## src/rtl/fetch_ctrl.sv

```systemverilog
// Instruction-fetch controller: one outstanding memory request, IF/ID register,
// redirect/flush handling and a stall hold buffer for words that return under stall.
module fetch_ctrl #(
  parameter logic [31:0] RESET_PC = 32'h0000_0000
) (
  input  logic        clk,
  input  logic        reset,
  input  logic        stall,
  input  logic        pc_src,
  input  logic [31:0] pc_decode,
  output logic        imem_req,
  output logic [31:0] imem_addr,
  input  logic        imem_ready,
  input  logic        imem_rvalid,
  input  logic [31:0] imem_rdata,
  output logic        if_valid,
  output logic [31:0] if_instr,
  output logic [31:0] if_pc,
  output logic [31:0] if_pc_next,
  output logic [31:0] fetch_count
);

  typedef enum logic [1:0] {
    S_REQ  = 2'd0,
    S_WAIT = 2'd1,
    S_HOLD = 2'd2
  } state_t;

  state_t      state;
  logic [31:0] pc_cur;
  logic [31:0] hold_buf;
  logic        discard;
  logic        deliver;
  logic [31:0] deliver_word;

  assign imem_req  = (state == S_REQ);
  assign imem_addr = pc_cur;

  // A word reaches IF/ID either straight from memory or from the hold buffer.
  always_comb begin
    deliver      = 1'b0;
    deliver_word = imem_rdata;
    if (!pc_src && !stall) begin
      if (state == S_WAIT && imem_rvalid && !discard) begin
        deliver = 1'b1;
      end else if (state == S_HOLD) begin
        deliver      = 1'b1;
        deliver_word = hold_buf;
      end
    end
  end

  always_ff @(posedge clk) begin
    if (reset) begin
      state       <= S_REQ;
      pc_cur      <= RESET_PC;
      discard     <= 1'b0;
      hold_buf    <= '0;
      if_valid    <= 1'b0;
      if_instr    <= '0;
      if_pc       <= '0;
      if_pc_next  <= '0;
      fetch_count <= '0;
    end else if (pc_src) begin
      pc_cur   <= pc_decode & ~32'h3;
      if_valid <= 1'b0;
      case (state)
        S_REQ: begin
          if (imem_ready) begin
            discard <= 1'b1;
            state   <= S_WAIT;
          end
        end
        S_WAIT: begin
          if (imem_rvalid) begin
            discard <= 1'b0;
            state   <= S_REQ;
          end else begin
            discard <= 1'b1;
          end
        end
        S_HOLD: begin
          hold_buf <= '0;
          state    <= S_REQ;
        end
        default: state <= S_REQ;
      endcase
    end else if (deliver) begin
      if_valid    <= 1'b1;
      if_instr    <= deliver_word;
      if_pc       <= pc_cur;
      if_pc_next  <= pc_cur + 32'd4;
      pc_cur      <= pc_cur + 32'd4;
      fetch_count <= fetch_count + 32'd1;
      state       <= S_REQ;
    end else begin
      // No delivery: a stall freezes IF/ID, otherwise a bubble is inserted.
      if (!stall) if_valid <= 1'b0;
      case (state)
        S_REQ: begin
          if (imem_ready) state <= S_WAIT;
        end
        S_WAIT: begin
          if (imem_rvalid) begin
            if (discard) begin
              discard <= 1'b0;
              state   <= S_REQ;
            end else begin
              hold_buf <= imem_rdata;
              state    <= S_HOLD;
            end
          end
        end
        S_HOLD: ;
        default: state <= S_REQ;
      endcase
    end
  end

endmodule
```

## config.mk

```make
export PLATFORM = sky130hd
export DESIGN_NAME = fetch_ctrl
export DESIGN_NICKNAME = d
export VERILOG_FILES = /design/src/rtl/fetch_ctrl.sv
export SDC_FILE = /design/constraint.sdc
export NUM_CORES = 1
export LEC_CHECK = 0
export CAP_MARGIN = 20
export CORE_MARGIN = 5
export CORE_UTILIZATION = 37
export CTS_CLUSTER_DIAMETER = 120
export CTS_CLUSTER_SIZE = 20
export DETAILED_ROUTE_END_ITERATION = 16
export MAX_ROUTING_LAYER = met4
export SLEW_MARGIN = 40
export SYNTH_ARGS = -nofsm -noshare
export SYNTH_HDL_FRONTEND = slang
export SYNTH_SLANG_ARGS = --single-unit
```

## constraint.sdc

```tcl
create_clock -name clk -period 2.75 [get_ports clk]
set_clock_uncertainty 0.05 [all_clocks]
set_input_delay 0.55 -clock clk [delete_from_list [all_inputs] [get_ports clk]]
set_output_delay 0.55 -clock clk [all_outputs]
set_load 0.03 [all_outputs]
```

==> summary.txt, run 1 <==
Global routing
  • Total grt overflow: 0
  • Initial antenna violation count: 1
  • Pin count of the biggest net entering global routing: slightly above 80
  • GRT Total Usage: 20.6%
  • Global-route wire length before repair: about 43 mm
  • Vias in the first global route: around 8000

Critical path
  • Critical path fanouts, max: 8
  • CP Data Required Time: between 2 and 3 ns
  • CP peak stage delay: roughly 0.8 ns
  • Worst setup path class: flip-flop to flip-flop
  • Startpoint Class: flip-flop
  • Worst path top cell family by delay: simple AND/OR/NAND/NOR gates
  • Internal reg-to-reg setup slack: approximately 0.36 ns
  • CP bufs+invs: 0
  • Worst endpoint data arrival time: around 2.6 ns
  • Crit path from: imem_addr[12]$_SDFFE_PP0P_
  • Worst-path cell chain: nand4_1 > or4_1 > o311ai_0 > o211ai_1
  • Reg-to-Reg End: if_pc_next[30]$_SDFFE_PP0P_
  • Worst r2r path cells: 4
  • Reg2reg start: imem_addr[12]$_SDFFE_PP0P_
  • Crit path depth: 4
  • CP max-delay cell: or4_1
  • CP Capture Point: if_pc_next[30]$_SDFFE_PP0P_
  • Crit end category: flip-flop

Yosys
  • Compound-cell area share of the yosys netlist: 21.1%
  • Number of synthesized flops with an enable pin: 0
  • Avg Synthesized Cell Area: between 8 and 9 sq um
  • Synth Area in Adders: less than 1%
  • Synth Flop Type: dfxtp_1
  • Cell count after synthesis: between 1000 and 1500
  • Synth Cell Area: between 8000 and 9000 sq um
  • Post-synthesis mux area share: between 4 and 5%
  • Simple-gate share of the synthesized area: between 20% and 30%
  • Sequential cell area fraction in the yosys report: approximately 44%
  • Synth Area in XOR/XNOR: under 10%
  • Largest family of logic cells by synthesized area: simple AND/OR/NAND/NOR gates
  • Synth Warn #: 0
  • Ys async rst share: 0%
  • Register bit total from synthesis: 190
  • Distinct cells, synth: between 60 and 70

Layout
  • Final-stage net count: roughly 1300
  • Share of cells above drive strength 1: between 8 and 9%
  • Syn-to-layout area delta: 39.5%
  • Final Cell Area: 12000 sq um
  • Filler cell count: between 2000 and 2500
  • Cell Count, Final, Fillers Out: 1568

Power
  • Final total power: ~6.1 mW
  • Max VDD drop: between 0.3 and 0.4 mV
  • Power Dens Cells: between 500 and 600 nW/um^2
  • Leak pwr: around 3.9 nW

Routing
  • Post-route ant nets: 0
  • Via density: roughly 5.3
  • Drc violations: 0
  • Total wire length: ~27 mm
  • DR pass1 iterations: 5
  • 1st-iter DRT viols: around 500
  • Vias after detailed routing: 8357
  • DR WL/cell: approximately 17 um

Floorplanning
  • Boundary pin count: around 230
  • Die height: around 160 um
  • DIE AREA: 26400 sq um
  • Initial Util: 37.8%
  • CORE AREA: between 20000 and 25000 sq um
  • Row Count: between 50 and 60
  • Die width: between 150 and 200 um

STA
  • Setup Viol. Count Final: 0
  • Slew HR: approximately 58%
  • RSZ-0062 raised after global routing: no
  • Highest clock rate: 418 MHz
  • Final hold vios: 0
  • Worst-margin pin slew: roughly 0.63 ns
  • Final period util: roughly 87%
  • Tmin final: around 2.4 ns
  • Fin Setup TNS: 0 ns
  • Setup WS post-layout: about 0.36 ns
  • Max-slew violations: 0

Place
  • DP Wirelength: ~19 mm
  • Port bufs: about 220
  • Gpl congestion: ~0.8
  • Placed insts: 1534
  • Placed Area: 11400 sq um
  • Pre-CTS setup slack: between 0.15 and 0.2 ns

CTS
  • Hold Buf Count CTS: 0
  • Worst-path clk slew: around 0.080 ns
  • CTS max path bufs: 2
  • Setup bufs post-CTS: 0
  • # resized after CTS: 0
  • H-tree lvl count: 4
  • Clock Latency Late Sink: 0.43 ns
  • TritonCTS Sinks: 190
  • CTS Root Cell: clkbuf_16
  • Num CTS Buffers: 17
  • TritonCTS clock tree: yes

Outcome
  • Status: finished, final reports clean

Worst hold path
  • WHS Path Cells: 2
  • Hold WC Path Type: flip-flop to flip-flop

Job
  • Max-cap violations: 0
## placed cells by master, fill, tap and decap left out, types with 9 or more instances in the layout
cell type / Yosys / layout
mux2i_1: 32 / 32
nor4_1: 12 / 12
nand2_1: 142 / 142
a22oi_1: 9 / 9
dfxtp_1: 190 / 190
a31oi_1: 16 / 16
xor2_1: 10 / 10
a21oi_1: 111 / 110
clkdlybuf4s50_1: 0 / 221
or3_1: 17 / 17
o31ai_1: 17 / 16
buf_4: 7 / 45
clkbuf_16: 0 / 17
nand3_1: 58 / 58
nand4_1: 18 / 18
buf_12: 0 / 11
inv_1: 14 / 14
or4_1: 28 / 28
o21ai_0: 34 / 34
o211ai_1: 16 / 16
nor2_1: 68 / 67
a211oi_1: 34 / 34
## cell usage after synthesis (8+ instances only)
| cell | count | area [sq um] |
|---|---|---|
| or4_1 | 28 | 210 |
| buf_2 | 17 | 85.1 |
| buf_1 | 11 | 41.3 |
| o211ai_1 | 16 | 120 |
| nor2_1 | 68 | 255 |
| nor4_1 | 12 | 75.1 |
| dfxtp_1 | 190 | 3800 |
| nand3_1 | 58 | 290 |
| inv_1 | 14 | 52.6 |
| a31oi_1 | 16 | 100 |
| clkbuf_1 | 62 | 233 |
| and2_1 | 8 | 50.1 |
| nand2_1 | 142 | 533 |
| a21oi_1 | 111 | 556 |
| a211oi_1 | 34 | 255 |
| a22oi_1 | 9 | 67.6 |
| o21ai_0 | 34 | 170 |
| o31ai_1 | 17 | 128 |
| o2111ai_1 | 8 | 70.1 |
| nand4_1 | 18 | 113 |
| mux2i_1 | 32 | 320 |
| or3_1 | 17 | 106 |
| xor2_1 | 10 | 87.6 |
## cells by family after synthesis
family / after synthesis
flip-flops: 190
other: 1
buffers and inverters: 116
AND/OR/NAND/NOR: 390
AO/OA/AOI/OAI: 287
adder cells (fa/ha/maj): 2
XOR/XNOR: 15
multiplexers: 37
## how the worst min path moves through the flow
stage,from,endpoint,slack (ns)
after floorplan,hold_buf[0]$_SDFFE_PP0P_,hold_buf[0]$_SDFFE_PP0P_,0.38
after global placement,hold_buf[12]$_SDFFE_PP0P_,hold_buf[12]$_SDFFE_PP0P_,0.39
after detailed placement,hold_buf[0]$_SDFFE_PP0P_,hold_buf[0]$_SDFFE_PP0P_,0.39
after CTS,hold_buf[21]$_SDFFE_PP0P_,hold_buf[21]$_SDFFE_PP0P_,0.40
after global routing,hold_buf[17]$_SDFFE_PP0P_,hold_buf[17]$_SDFFE_PP0P_,0.42
final,if_instr[16]$_SDFFE_PP0P_,if_instr[16]$_SDFFE_PP0P_,0.40
## per-layer routing
layer	track usage (%)	share of wire, %	vias up
li1	-	-	4200
met1	25.6	44	3910
met2	33.5	48	227
met3	5.47	7.1	20
met4	5.19	0.77	0
met5	-	0	-
## sequential cells by signal, summed over array words and instances, names as in the netlist
| register | flops |
|---|---|
| state | 2 |
| fetch_count | 32 |
| if_pc_next | 30 |
| if_valid | 1 |
| hold_buf | 32 |
| if_instr | 32 |
| imem_addr | 30 |
| discard | 1 |
| if_pc | 30 |
## report_power, final
| part | leakage (nW) | switching (mW) | internal, mW | total (mW) |
|---|---|---|---|---|
| registers | 1.54 | 0.0598 | 2.81 | 2.87 |
| logic | 2.03 | 0.396 | 0.306 | 0.702 |
| clock network | 0.293 | 1.19 | 1.34 | 2.53 |
## final cells by class
type	instances	area (sq um)	share of cell area, %
Multi-Input combinational cell	737	4360	36.4
Sequential cell	190	3800	31.7
Timing Repair Buffer	279	2790	23.2
Clock buffer	19	453	3.77
Tap cell	313	392	3.26
Clock inverter	13	140	1.17
Inverter	15	56.3	0.469
Antenna cell	2	5.00	0.0417
## tightest hold or removal path: cells and delay by family (launching register included)
kind / cells / cell delay (ns)
and+or+nand+nor: 1 / 0.05
DFF: 1 / 0.31
AOI/OAI and AO/OA: 1 / 0.05
## per-stage QoR
step	hold WS, ns	utilization, %
CTS	0.405	52.7
detailed placement	0.393	50.1
finish	0.400	52.7
global placement	0.388	50.1
floorplan	0.382	-
global route	0.421	52.7
Note: power is estimated with default switching activity, not from simulation.
==> run 2: changes to the inputs <==
ABC_CLOCK_PERIOD_IN_PS = 2750   (was default)
CAP_MARGIN = 15   (was 20)
==> results of run 2 <==
Final layout, timing and power as in run 1 (identical DEF).
==> run 3: changes to the inputs <==
MAX_ROUTING_LAYER = default   (was met4)
==> run 3 against run 2 <==
Effect of this change: sequential cell count stayed put; power hardly changed; global-route usage is 0.57 points lower; design area hardly changed; first-iteration DRC count is 1.4% higher; via count hardly changed; routed wire length hardly changed; sequential share of layout area hardly changed; maximum frequency is 0.94% higher; critical endpoint unchanged; largest cell class unchanged; largest power group unchanged; highest routed layer is now met5.
==> summary.txt, run 3 (synthesis gave the netlist of run 1 again) <==
Layout
  • Share of cells above drive strength 1: 8.94% (unchanged)
  • Syn-to-layout area delta: 39.5% (about the same)
  • Layout Utilization: 52.7% (about the same)
  • Commonest non-fill, non-tap cells in the layout: 221 x clkdlybuf4s50_1, 190 x dfxtp_1, 142 x nand2_1
  • Biggest regs: fetch_count: 32 flops, hold_buf: 32 flops, if_instr: 32 flops
  • Most common cell after layout, fill and taps aside: clkdlybuf4s50_1
  • Cell Count, Final, Fillers Out: 1567 (-0.064%)
  • Final-stage net count: 1312 (unchanged)

STA
  • RSZ-0062 raised after global routing: no
  • Fin Setup TNS: 0 ns (unchanged)
  • Final period util: 86.2% (-0.81 points)
  • Max-slew violations: 0 (unchanged)
  • Tmin final: 2.37 ns (-0.0223 ns)
  • Slew HR: 58.2% (+0.66 points)
  • Hold WS: 0.401 ns (+0.00113 ns)
  • Worst-margin pin slew: 0.625 ns (-0.00990 ns)
  • Final hold vios: 0 (unchanged)
  • Highest clock rate: 422 MHz (+0.94%)
  • Setup Viol. Count Final: 0 (unchanged)

Global routing
  • Pin count of the biggest net entering global routing: 82 (unchanged)
  • Vias in the first global route: 8021 (-0.15%)
  • Initial antenna violation count: 1 (unchanged)
  • Global-route wire length before repair: 43.3 mm (about the same)
  • GRT Total Usage: 20.0% (-0.57 points)
  • Total grt overflow: 0 (unchanged)

Routing
  • Drc violations: 0 (unchanged)
  • Vias after detailed routing: 8360 (+0.036%)
  • Via density: 5.34 (about the same)
  • Total wire length: 27.0 mm (about the same)
  • 1st-iter DRT viols: 502 (+1.4%)
  • DR WL/cell: 17.2 um (about the same)
  • DR pass1 iterations: 5 (unchanged)
  • Post-route ant nets: 0 (unchanged)

CTS
  • TritonCTS clock tree: yes
  • CTS Root Cell: clkbuf_16
  • # resized after CTS: 0 (unchanged)
  • TritonCTS Sinks: 190 (unchanged)
  • Setup bufs post-CTS: 0 (unchanged)
  • Num CTS Buffers: 17 (unchanged)
  • Worst-path clk slew: 0.08 ns (about the same)
  • Hold Buf Count CTS: 0 (unchanged)
  • H-tree lvl count: 4 (unchanged)
  • CTS max path bufs: 2 (unchanged)
  • Clock Latency Late Sink: 0.43 ns (about the same)

Floorplanning
  • Die width: 162 um (unchanged)
  • Boundary pin count: 232 (unchanged)
  • DIE AREA: 26400 sq um (unchanged)
  • Initial Util: 37.8% (unchanged)
  • Die height: 162 um (unchanged)
  • Row Count: 55 (unchanged)
  • CORE AREA: 22800 sq um (unchanged)

Power
  • Final total power: 6.10 mW (about the same)
  • Leak pwr: 3.86 nW (about the same)
  • Power Dens Cells: 509 nW/um^2 (about the same)
  • Max VDD drop: 0.383 mV (-0.22%)

Critical path
  • Crit end category: flip-flop
  • Worst endpoint data arrival time: 2.60 ns (-0.03 ns)
  • Startpoint Class: flip-flop
  • Critical path fanouts, max: 8 (unchanged)
  • Worst setup path class: flip-flop to flip-flop
  • CP Data Required Time: 2.98 ns (about the same)

Place
  • DP Wirelength: 18.5 mm (unchanged)
  • Gpl congestion: 0.769 (-1.3%)
  • Port bufs: 223 (unchanged)
  • Placed insts: 1534 (unchanged)

Job
  • Max-cap violations: 0 (unchanged)

Worst hold path
  • Hold WC Path Type: flip-flop to flip-flop

Outcome
  • Status: finished, final reports clean
-- run 3: changes by cell type in the layout (fill, tap and decap cells not counted) --
| cell | previous run | this run |
|---|---|---|
| diode_2 | 2 | 1 |
-- run 3: stage by stage --
step	area, sq um	setup WS [ns]
2_1_floorplan	8620	0.420
5_1_grt	12000	0.287
3_5_place_dp	11400	0.154
3_3_place_gp	11400	0.164
4_1_cts	12000	0.378
6_report	12000	0.378
-- run 3: critical path, stage by stage, from the launching register on --
cell and delay, ns:
dfxtp_1 0.35, nand4_1 0.31, or4_1 0.80, o311ai_0 0.54, o211ai_1 0.16
-- run 3: area by class of cell --
type,instances,area [sq um]
Clock buffer,19,453
Sequential cell,190,3800
Multi-Input combinational cell,737,4360
Tap cell,313,392
Clock inverter,13,140
Inverter,15,56.3
Antenna cell,1,2.50
Timing Repair Buffer,279,2790
Fill cell,2187,10800
-- run 3: routing by layer --
metal	global-route usage, %	share of wire (%)
met1	25.5	44
met2	33.3	47
met3	5.87	7.1
met4	5.19	1.2
met5	0	0.074
-- run 3: power by group --
part | switching, mW | leakage [nW] | internal, mW | total, mW
Combinational | 0.396 | 2.03 | 0.306 | 0.702
Clock | 1.19 | 0.293 | 1.34 | 2.53
Sequential | 0.0600 | 1.54 | 2.81 | 2.87
-- run 3: final timing paths --
check,startpoint,to,slack [ns],depth (start not counted)
min,hold_buf[31]$_SDFFE_PP0P_,hold_buf[31]$_SDFFE_PP0P_,0.40,2
min reg2reg,hold_buf[31]$_SDFFE_PP0P_,hold_buf[31]$_SDFFE_PP0P_,0.40,2
max reg2reg,imem_addr[12]$_SDFFE_PP0P_,if_pc_next[30]$_SDFFE_PP0P_,0.38,4
max,imem_addr[12]$_SDFFE_PP0P_,if_pc_next[30]$_SDFFE_PP0P_,0.38,4
